===== src/rtl/wb_master_engine_if.sv =====
// ============================================================================
// wb_master_engine_if : command handshake + Wishbone B3 classic bus bundle
// Revision 1.0
// ============================================================================
`default_nettype none

interface wb_master_engine_if #(
   parameter int ADDR_WIDTH = 32,
   parameter int DATA_WIDTH = 32
);
   localparam int SEL_WIDTH = DATA_WIDTH / 8;

   logic                  start;
   logic [ADDR_WIDTH-1:0] address;
   logic [SEL_WIDTH-1:0]  selection;
   logic                  write;
   logic [DATA_WIDTH-1:0] data_wr;
   logic [DATA_WIDTH-1:0] data_rd;
   logic                  active;
   logic                  done;
   logic                  error;
   logic                  timeout;

   logic [ADDR_WIDTH-1:0] wb_adr_o;
   logic [DATA_WIDTH-1:0] wb_dat_o;
   logic [SEL_WIDTH-1:0]  wb_sel_o;
   logic                  wb_we_o;
   logic                  wb_cyc_o;
   logic                  wb_stb_o;
   logic [DATA_WIDTH-1:0] wb_dat_i;
   logic                  wb_ack_i;
   logic                  wb_err_i;
   logic                  wb_rty_i;

   modport master (
      input  start, address, selection, write, data_wr,
      input  wb_dat_i, wb_ack_i, wb_err_i, wb_rty_i,
      output data_rd, active, done, error, timeout,
      output wb_adr_o, wb_dat_o, wb_sel_o, wb_we_o, wb_cyc_o, wb_stb_o
   );

   modport slave (
      output start, address, selection, write, data_wr,
      output wb_dat_i, wb_ack_i, wb_err_i, wb_rty_i,
      input  data_rd, active, done, error, timeout,
      input  wb_adr_o, wb_dat_o, wb_sel_o, wb_we_o, wb_cyc_o, wb_stb_o
   );
endinterface

`default_nettype wire


===== src/rtl/wb_master_engine.sv =====
// ============================================================================
// wb_master_engine : single-transaction Wishbone B3 classic master with
// bounded rty retry. Optional response timeout: define WB_MASTER_TIMEOUT_EN.
// Revision 1.0
// ============================================================================
`default_nettype none

module wb_master_engine #(
   parameter int ADDR_WIDTH     = 32,
   parameter int DATA_WIDTH     = 32,
   parameter int MAX_RETRY      = 3,
   parameter int TIMEOUT_CYCLES = 255
) (
   input  wire logic          wb_clk,
   input  wire logic          wb_rst,
   wb_master_engine_if.master bus
);
   localparam int SEL_WIDTH = DATA_WIDTH / 8;
   localparam int RETRY_W   = (MAX_RETRY > 0) ? $clog2(MAX_RETRY + 1) : 1;

   typedef enum logic [1:0] {
      S_IDLE  = 2'd0,
      S_BUS   = 2'd1,
      S_RETRY = 2'd2,
      S_DONE  = 2'd3
   } state_t;

   state_t                state_q,   state_d;
   logic [RETRY_W-1:0]    retry_q,   retry_d;
   logic [ADDR_WIDTH-1:0] adr_q,     adr_d;
   logic [DATA_WIDTH-1:0] dat_q,     dat_d;
   logic [SEL_WIDTH-1:0]  sel_q,     sel_d;
   logic                  we_q,      we_d;
   logic                  cyc_q,     cyc_d;
   logic [DATA_WIDTH-1:0] data_rd_q, data_rd_d;
   logic                  active_q,  active_d;
   logic                  done_q,    done_d;
   logic                  error_q,   error_d;

`ifdef WB_MASTER_TIMEOUT_EN
   localparam int WAIT_W = $clog2(TIMEOUT_CYCLES + 1);
   logic [WAIT_W-1:0]     wait_q,    wait_d;
   logic                  timeout_q, timeout_d;
`endif

   always_comb begin
      state_d   = state_q;
      retry_d   = retry_q;
      adr_d     = adr_q;
      dat_d     = dat_q;
      sel_d     = sel_q;
      we_d      = we_q;
      cyc_d     = cyc_q;
      data_rd_d = data_rd_q;
      active_d  = active_q;
      done_d    = 1'b0;
      error_d   = error_q;
`ifdef WB_MASTER_TIMEOUT_EN
      wait_d    = wait_q;
      timeout_d = timeout_q;
`endif
      case (state_q)
         S_IDLE: begin
            if (bus.start) begin
               adr_d    = bus.address;
               dat_d    = bus.data_wr;
               sel_d    = bus.selection;
               we_d     = bus.write;
               cyc_d    = 1'b1;
               active_d = 1'b1;
               error_d  = 1'b0;
               retry_d  = '0;
               state_d  = S_BUS;
`ifdef WB_MASTER_TIMEOUT_EN
               wait_d    = '0;
               timeout_d = 1'b0;
`endif
            end
         end
         S_BUS: begin
`ifdef WB_MASTER_TIMEOUT_EN
            wait_d = wait_q + 1'b1;
`endif
            // err outranks ack, which outranks rty
            if (bus.wb_err_i) begin
               cyc_d   = 1'b0;
               error_d = 1'b1;
               done_d  = 1'b1;
               state_d = S_DONE;
            end else if (bus.wb_ack_i) begin
               cyc_d   = 1'b0;
               if (!we_q) data_rd_d = bus.wb_dat_i;
               done_d  = 1'b1;
               state_d = S_DONE;
            end else if (bus.wb_rty_i) begin
               cyc_d = 1'b0;
               if (retry_q < RETRY_W'(MAX_RETRY)) begin
                  retry_d = retry_q + 1'b1;
                  state_d = S_RETRY;
               end else begin
                  error_d = 1'b1;
                  done_d  = 1'b1;
                  state_d = S_DONE;
               end
            end
`ifdef WB_MASTER_TIMEOUT_EN
            else if ((wait_q + 1'b1) == WAIT_W'(TIMEOUT_CYCLES)) begin
               cyc_d     = 1'b0;
               error_d   = 1'b1;
               timeout_d = 1'b1;
               done_d    = 1'b1;
               state_d   = S_DONE;
            end
`endif
         end
         S_RETRY: begin
            cyc_d   = 1'b1;
            state_d = S_BUS;
`ifdef WB_MASTER_TIMEOUT_EN
            wait_d  = '0;
`endif
         end
         S_DONE: begin
            active_d = 1'b0;
            state_d  = S_IDLE;
         end
         default: state_d = S_IDLE;
      endcase
   end

   always_ff @(posedge wb_clk or posedge wb_rst) begin
      if (wb_rst) begin
         state_q   <= S_IDLE;
         retry_q   <= '0;
         adr_q     <= '0;
         dat_q     <= '0;
         sel_q     <= '0;
         we_q      <= 1'b0;
         cyc_q     <= 1'b0;
         data_rd_q <= '0;
         active_q  <= 1'b0;
         done_q    <= 1'b0;
         error_q   <= 1'b0;
`ifdef WB_MASTER_TIMEOUT_EN
         wait_q    <= '0;
         timeout_q <= 1'b0;
`endif
      end else begin
         state_q   <= state_d;
         retry_q   <= retry_d;
         adr_q     <= adr_d;
         dat_q     <= dat_d;
         sel_q     <= sel_d;
         we_q      <= we_d;
         cyc_q     <= cyc_d;
         data_rd_q <= data_rd_d;
         active_q  <= active_d;
         done_q    <= done_d;
         error_q   <= error_d;
`ifdef WB_MASTER_TIMEOUT_EN
         wait_q    <= wait_d;
         timeout_q <= timeout_d;
`endif
      end
   end

   assign bus.wb_adr_o = adr_q;
   assign bus.wb_dat_o = dat_q;
   assign bus.wb_sel_o = sel_q;
   assign bus.wb_we_o  = we_q;
   assign bus.wb_cyc_o = cyc_q;
   assign bus.wb_stb_o = cyc_q;
   assign bus.data_rd  = data_rd_q;
   assign bus.active   = active_q;
   assign bus.done     = done_q;
   assign bus.error    = error_q;
`ifdef WB_MASTER_TIMEOUT_EN
   assign bus.timeout  = timeout_q;
`else
   assign bus.timeout  = 1'b0;
`endif

endmodule

`default_nettype wire

===== src/flat_wrapper.sv =====
// flat-port wrapper written by rule: the top's interface ports become plain ports
module wb_master_engine_flat 
#(
   parameter int ADDR_WIDTH     = 32,
   parameter int DATA_WIDTH     = 32,
   parameter int MAX_RETRY      = 3,
   parameter int TIMEOUT_CYCLES = 255
)
  (wb_clk, wb_rst, bus_start, bus_address, bus_selection, bus_write, bus_data_wr, bus_wb_dat_i, bus_wb_ack_i, bus_wb_err_i, bus_wb_rty_i, bus_data_rd, bus_active, bus_done, bus_error, bus_timeout, bus_wb_adr_o, bus_wb_dat_o, bus_wb_sel_o, bus_wb_we_o, bus_wb_cyc_o, bus_wb_stb_o);
  wb_master_engine_if #(.ADDR_WIDTH(ADDR_WIDTH), .DATA_WIDTH(DATA_WIDTH)) bus_i ();
  input  wire logic wb_clk;
  input  wire logic wb_rst;
  input wire logic [$bits(bus_i.start)-1:0] bus_start;
  input wire logic [$bits(bus_i.address)-1:0] bus_address;
  input wire logic [$bits(bus_i.selection)-1:0] bus_selection;
  input wire logic [$bits(bus_i.write)-1:0] bus_write;
  input wire logic [$bits(bus_i.data_wr)-1:0] bus_data_wr;
  input wire logic [$bits(bus_i.wb_dat_i)-1:0] bus_wb_dat_i;
  input wire logic [$bits(bus_i.wb_ack_i)-1:0] bus_wb_ack_i;
  input wire logic [$bits(bus_i.wb_err_i)-1:0] bus_wb_err_i;
  input wire logic [$bits(bus_i.wb_rty_i)-1:0] bus_wb_rty_i;
  output wire logic [$bits(bus_i.data_rd)-1:0] bus_data_rd;
  output wire logic [$bits(bus_i.active)-1:0] bus_active;
  output wire logic [$bits(bus_i.done)-1:0] bus_done;
  output wire logic [$bits(bus_i.error)-1:0] bus_error;
  output wire logic [$bits(bus_i.timeout)-1:0] bus_timeout;
  output wire logic [$bits(bus_i.wb_adr_o)-1:0] bus_wb_adr_o;
  output wire logic [$bits(bus_i.wb_dat_o)-1:0] bus_wb_dat_o;
  output wire logic [$bits(bus_i.wb_sel_o)-1:0] bus_wb_sel_o;
  output wire logic [$bits(bus_i.wb_we_o)-1:0] bus_wb_we_o;
  output wire logic [$bits(bus_i.wb_cyc_o)-1:0] bus_wb_cyc_o;
  output wire logic [$bits(bus_i.wb_stb_o)-1:0] bus_wb_stb_o;
  assign bus_i.start = bus_start;
  assign bus_i.address = bus_address;
  assign bus_i.selection = bus_selection;
  assign bus_i.write = bus_write;
  assign bus_i.data_wr = bus_data_wr;
  assign bus_i.wb_dat_i = bus_wb_dat_i;
  assign bus_i.wb_ack_i = bus_wb_ack_i;
  assign bus_i.wb_err_i = bus_wb_err_i;
  assign bus_i.wb_rty_i = bus_wb_rty_i;
  assign bus_data_rd = bus_i.data_rd;
  assign bus_active = bus_i.active;
  assign bus_done = bus_i.done;
  assign bus_error = bus_i.error;
  assign bus_timeout = bus_i.timeout;
  assign bus_wb_adr_o = bus_i.wb_adr_o;
  assign bus_wb_dat_o = bus_i.wb_dat_o;
  assign bus_wb_sel_o = bus_i.wb_sel_o;
  assign bus_wb_we_o = bus_i.wb_we_o;
  assign bus_wb_cyc_o = bus_i.wb_cyc_o;
  assign bus_wb_stb_o = bus_i.wb_stb_o;
  wb_master_engine #(.ADDR_WIDTH(ADDR_WIDTH), .DATA_WIDTH(DATA_WIDTH), .MAX_RETRY(MAX_RETRY), .TIMEOUT_CYCLES(TIMEOUT_CYCLES)) u_core (.wb_clk(wb_clk), .wb_rst(wb_rst), .bus(bus_i));
endmodule

===== config.mk =====
export PLATFORM = sky130hd
export DESIGN_NAME = wb_master_engine_flat
export DESIGN_NICKNAME = d
export VERILOG_FILES = /design/src/rtl/wb_master_engine_if.sv /design/src/rtl/wb_master_engine.sv /design/src/flat_wrapper.sv
export SDC_FILE = /design/constraint.sdc
export NUM_CORES = 1
export LEC_CHECK = 0
export CELL_PAD_IN_SITES_DETAIL_PLACEMENT = 0
export CELL_PAD_IN_SITES_GLOBAL_PLACEMENT = 1
export CORE_ASPECT_RATIO = 0.7
export CORE_MARGIN = 2
export CORE_UTILIZATION = 34
export CTS_CLUSTER_SIZE = 16
export DETAILED_ROUTE_END_ITERATION = 6
export PLACE_DENSITY = 0.84
export SLEW_MARGIN = 10
export SYNTH_ARGS = -nofsm -noshare
export SYNTH_HDL_FRONTEND = slang
export SYNTH_SLANG_ARGS = --single-unit

===== constraint.sdc =====
create_clock -name wb_clk -period 8.65 [get_ports wb_clk]
set_clock_uncertainty 0.05 [all_clocks]
set_input_delay 0.865 -clock wb_clk [delete_from_list [all_inputs] [get_ports wb_clk]]
set_output_delay 0.865 -clock wb_clk [all_outputs]
set_load 0.05 [all_outputs]

==> results.cfg <==
[sta]
maxSlewHeadroom = 0.379
setup_viol = 0
timing.fmax_mhz = 331
fin_crit_ns = 3.02
final-hold-violation-count = 0
finalCritPeriodShare = 0.350
slew_viol_final = 0
rsz0062_at_grt = no
finalSetupTns_ns = 0
tightest_slew_ns = 0.931

[finish]
fin_nets = 577
drive_above_1_share = 0.260
antenna_cells = 0
syn2layout_area_growth_pct = 58.1
final_core_util = 0.550
fillers = 1014

[global_route]
grt_pass1_vias = 3161
antenna_found_initial = 0
grt_pass1_wl_um = 16800
use_met3 = 0.0736
busiest_layer = met2
overflow = 0
grt_usage = 0.155
grt_util_met1 = 0.197
grt_max_degree = 75
use_met2 = 0.244

[clock_network]
cts_buffers = 9
cts_setup_buffers = 0
holdBufCountCts = 0
clkLatencyLatePin_ns = 0.34
cts.sinks = 109
cts_tree = done
cts-root-buf = clkbuf_16
clockBufferDepth = 2
path_clk_slew_ns = 0.07
cts.htree.levels = 3
ctsResizeCount = 0

[setup_path]
crit_path_max_fanout = 43
cp-end-kind = flip-flop
critPathRequiredTime_ns = 8.82
worstSetupStartpointType = input pin
cp_data_arrival_time_ns = 3.20
path_class = input pin to flip-flop

[yosys]
ys_ff_latch = 109
syn_area_um2 = 4310
ys.flop_type = dfrtp_1
yosys_warnings = 0
syn_nets = 366
ys_seq_area_frac = 0.633
synth_edf_count = 0
avgSynthCellArea_um2 = 16.7
synth_cell_types = 24
synthCells = 258
ys_async_sr_fraction = 1.00

[routing]
drc = 0
wl_per_cell_um = 16.1
ant_nets = 0
vias_per_cell = 4.51
dr.pass1.iters = 4
via_count = 2862
drt_wl_total_um = 10200
drt_iter0_markers = 70

[floorplan]
coreArea_um2 = 12400
start_util = 0.348
die_area_um2 = 13600
rows = 34
die_w_um = 139
die_y_um = 98.2
num_io_pins = 214

[place]
numPortBuffers = 212
place_congestion = 0.750
hpwl_um = 7490

[outcome]
status = finished clean

[worst_hold_path]
hold_class = flip-flop to flip-flop

[flow_run]
drv_cap = 0
[registers in the layout, indices dropped and copies added, names as in the netlist]
name and cells:
u_core.bus.data_rd 32, u_core.bus.done 1, u_core.bus.error 1, u_core.bus.wb_sel_o 4, u_core.bus.active 1, u_core.bus.wb_we_o 1
u_core.bus.wb_adr_o 32, u_core.bus.wb_cyc_o 1, u_core.bus.wb_dat_o 32, u_core.retry_q 2, u_core.state_q 2
[worst max-delay path: stages]
cell and delay, ns:
clkdlybuf4s50_1 0.56, nand2b_1 0.14, nor2_4 0.61, buf_4 0.58, mux2_2 0.40
[stage by stage]
| stage | setup slack, ns | cell area (um^2) | hold WS (ns) | instances |
|---|---|---|---|---|
| 2_1_floorplan | 4.86 | 4310 | 0.452 | 258 |
| 4_1_cts | 5.61 | 6810 | 0.463 | 635 |
| 5_1_grt | 5.47 | 6810 | 0.472 | 635 |
| 3_3_place_gp | 5.32 | 6530 | 0.438 | 620 |
| 6_report | 5.63 | 6810 | 0.459 | 635 |
| 3_5_place_dp | 5.25 | 6530 | 0.442 | 620 |
[cell usage in the layout, fill, tap and decap left out, types with 2 or more instances in the layout]
master           count
clkbuf_16            9
nand3_1              2
a21oi_1              7
nor2_1               2
dfrtp_1            109
buf_4                2
nor3_1               3
inv_6                3
o311ai_0             2
nand2_1              4
clkdlybuf4s50_1    212
mux2_2              71
mux2_4              30
inv_1                2
[final timing paths]
check                           cells after the start  slack (ns)                                start                                  end
worst max register to register                      4        6.17        u_core.state_q[1]$_DFFE_PP0P_  u_core.bus.wb_adr_o[27]$_DFFE_PP0P_
max in group asynchronous                           3        6.39                               wb_rst   u_core.bus.wb_dat_o[0]$_DFFE_PP0P_
worst max-delay path                                5        5.63                            bus_start  u_core.bus.wb_adr_o[27]$_DFFE_PP0P_
worst min-delay path                                1        0.46  u_core.bus.wb_dat_o[13]$_DFFE_PP0P_  u_core.bus.wb_dat_o[13]$_DFFE_PP0P_
worst min register to register                      1        0.46  u_core.bus.wb_dat_o[13]$_DFFE_PP0P_  u_core.bus.wb_dat_o[13]$_DFFE_PP0P_
min in group asynchronous                           2        0.85                               wb_rst   u_core.bus.wb_sel_o[0]$_DFFE_PP0P_
[final cells by class]
| cell class | instances | area [um^2] | share of cell area |
|---|---|---|---|
| Multi-Input combinational cell | 132 | 1450 | 0.213 |
| Clock buffer | 10 | 239 | 0.0351 |
| Inverter | 3 | 13.8 | 0.00202 |
| Sequential cell | 109 | 2730 | 0.400 |
| Clock inverter | 5 | 42.5 | 0.00625 |
| Tap cell | 162 | 203 | 0.0298 |
| Timing Repair Buffer | 214 | 2140 | 0.314 |
[logic make-up after synthesis]
kind of cell	count (synthesis)	synth area share
multiplexers	101	0.290
flip-flops	109	0.633
adder cells (fa/ha/maj)	1	0.00290
AO/OA/AOI/OAI	12	0.0171
buffers and inverters	17	0.0325
AND/OR/NAND/NOR	17	0.0235
other	1	0.000870
[cells in the mapped netlist, types with 2 or more instances]
| master | n | area share |
|---|---|---|
| mux2_4 | 30 | 0.10 |
| nand2_1 | 4 | 0.0035 |
| buf_12 | 3 | 0.014 |
| o311ai_0 | 2 | 0.0041 |
| buf_4 | 3 | 0.0052 |
| nor3_1 | 3 | 0.0035 |
| mux2_2 | 71 | 0.19 |
| nand3_1 | 2 | 0.0023 |
| a21oi_1 | 7 | 0.0081 |
| inv_1 | 3 | 0.0026 |
| dfrtp_1 | 109 | 0.63 |
| nor2_1 | 3 | 0.0026 |
| buf_2 | 7 | 0.0081 |
[layer usage]
layer	up-vias	wire length, um
met5	-	0
met4	0	70
met3	8	1080
met2	131	4650
met1	1396	4410
li1	1327	-
Power is not shown: default switching activity piles up to over one toggle a cycle in this logic, so the estimate is an artifact.
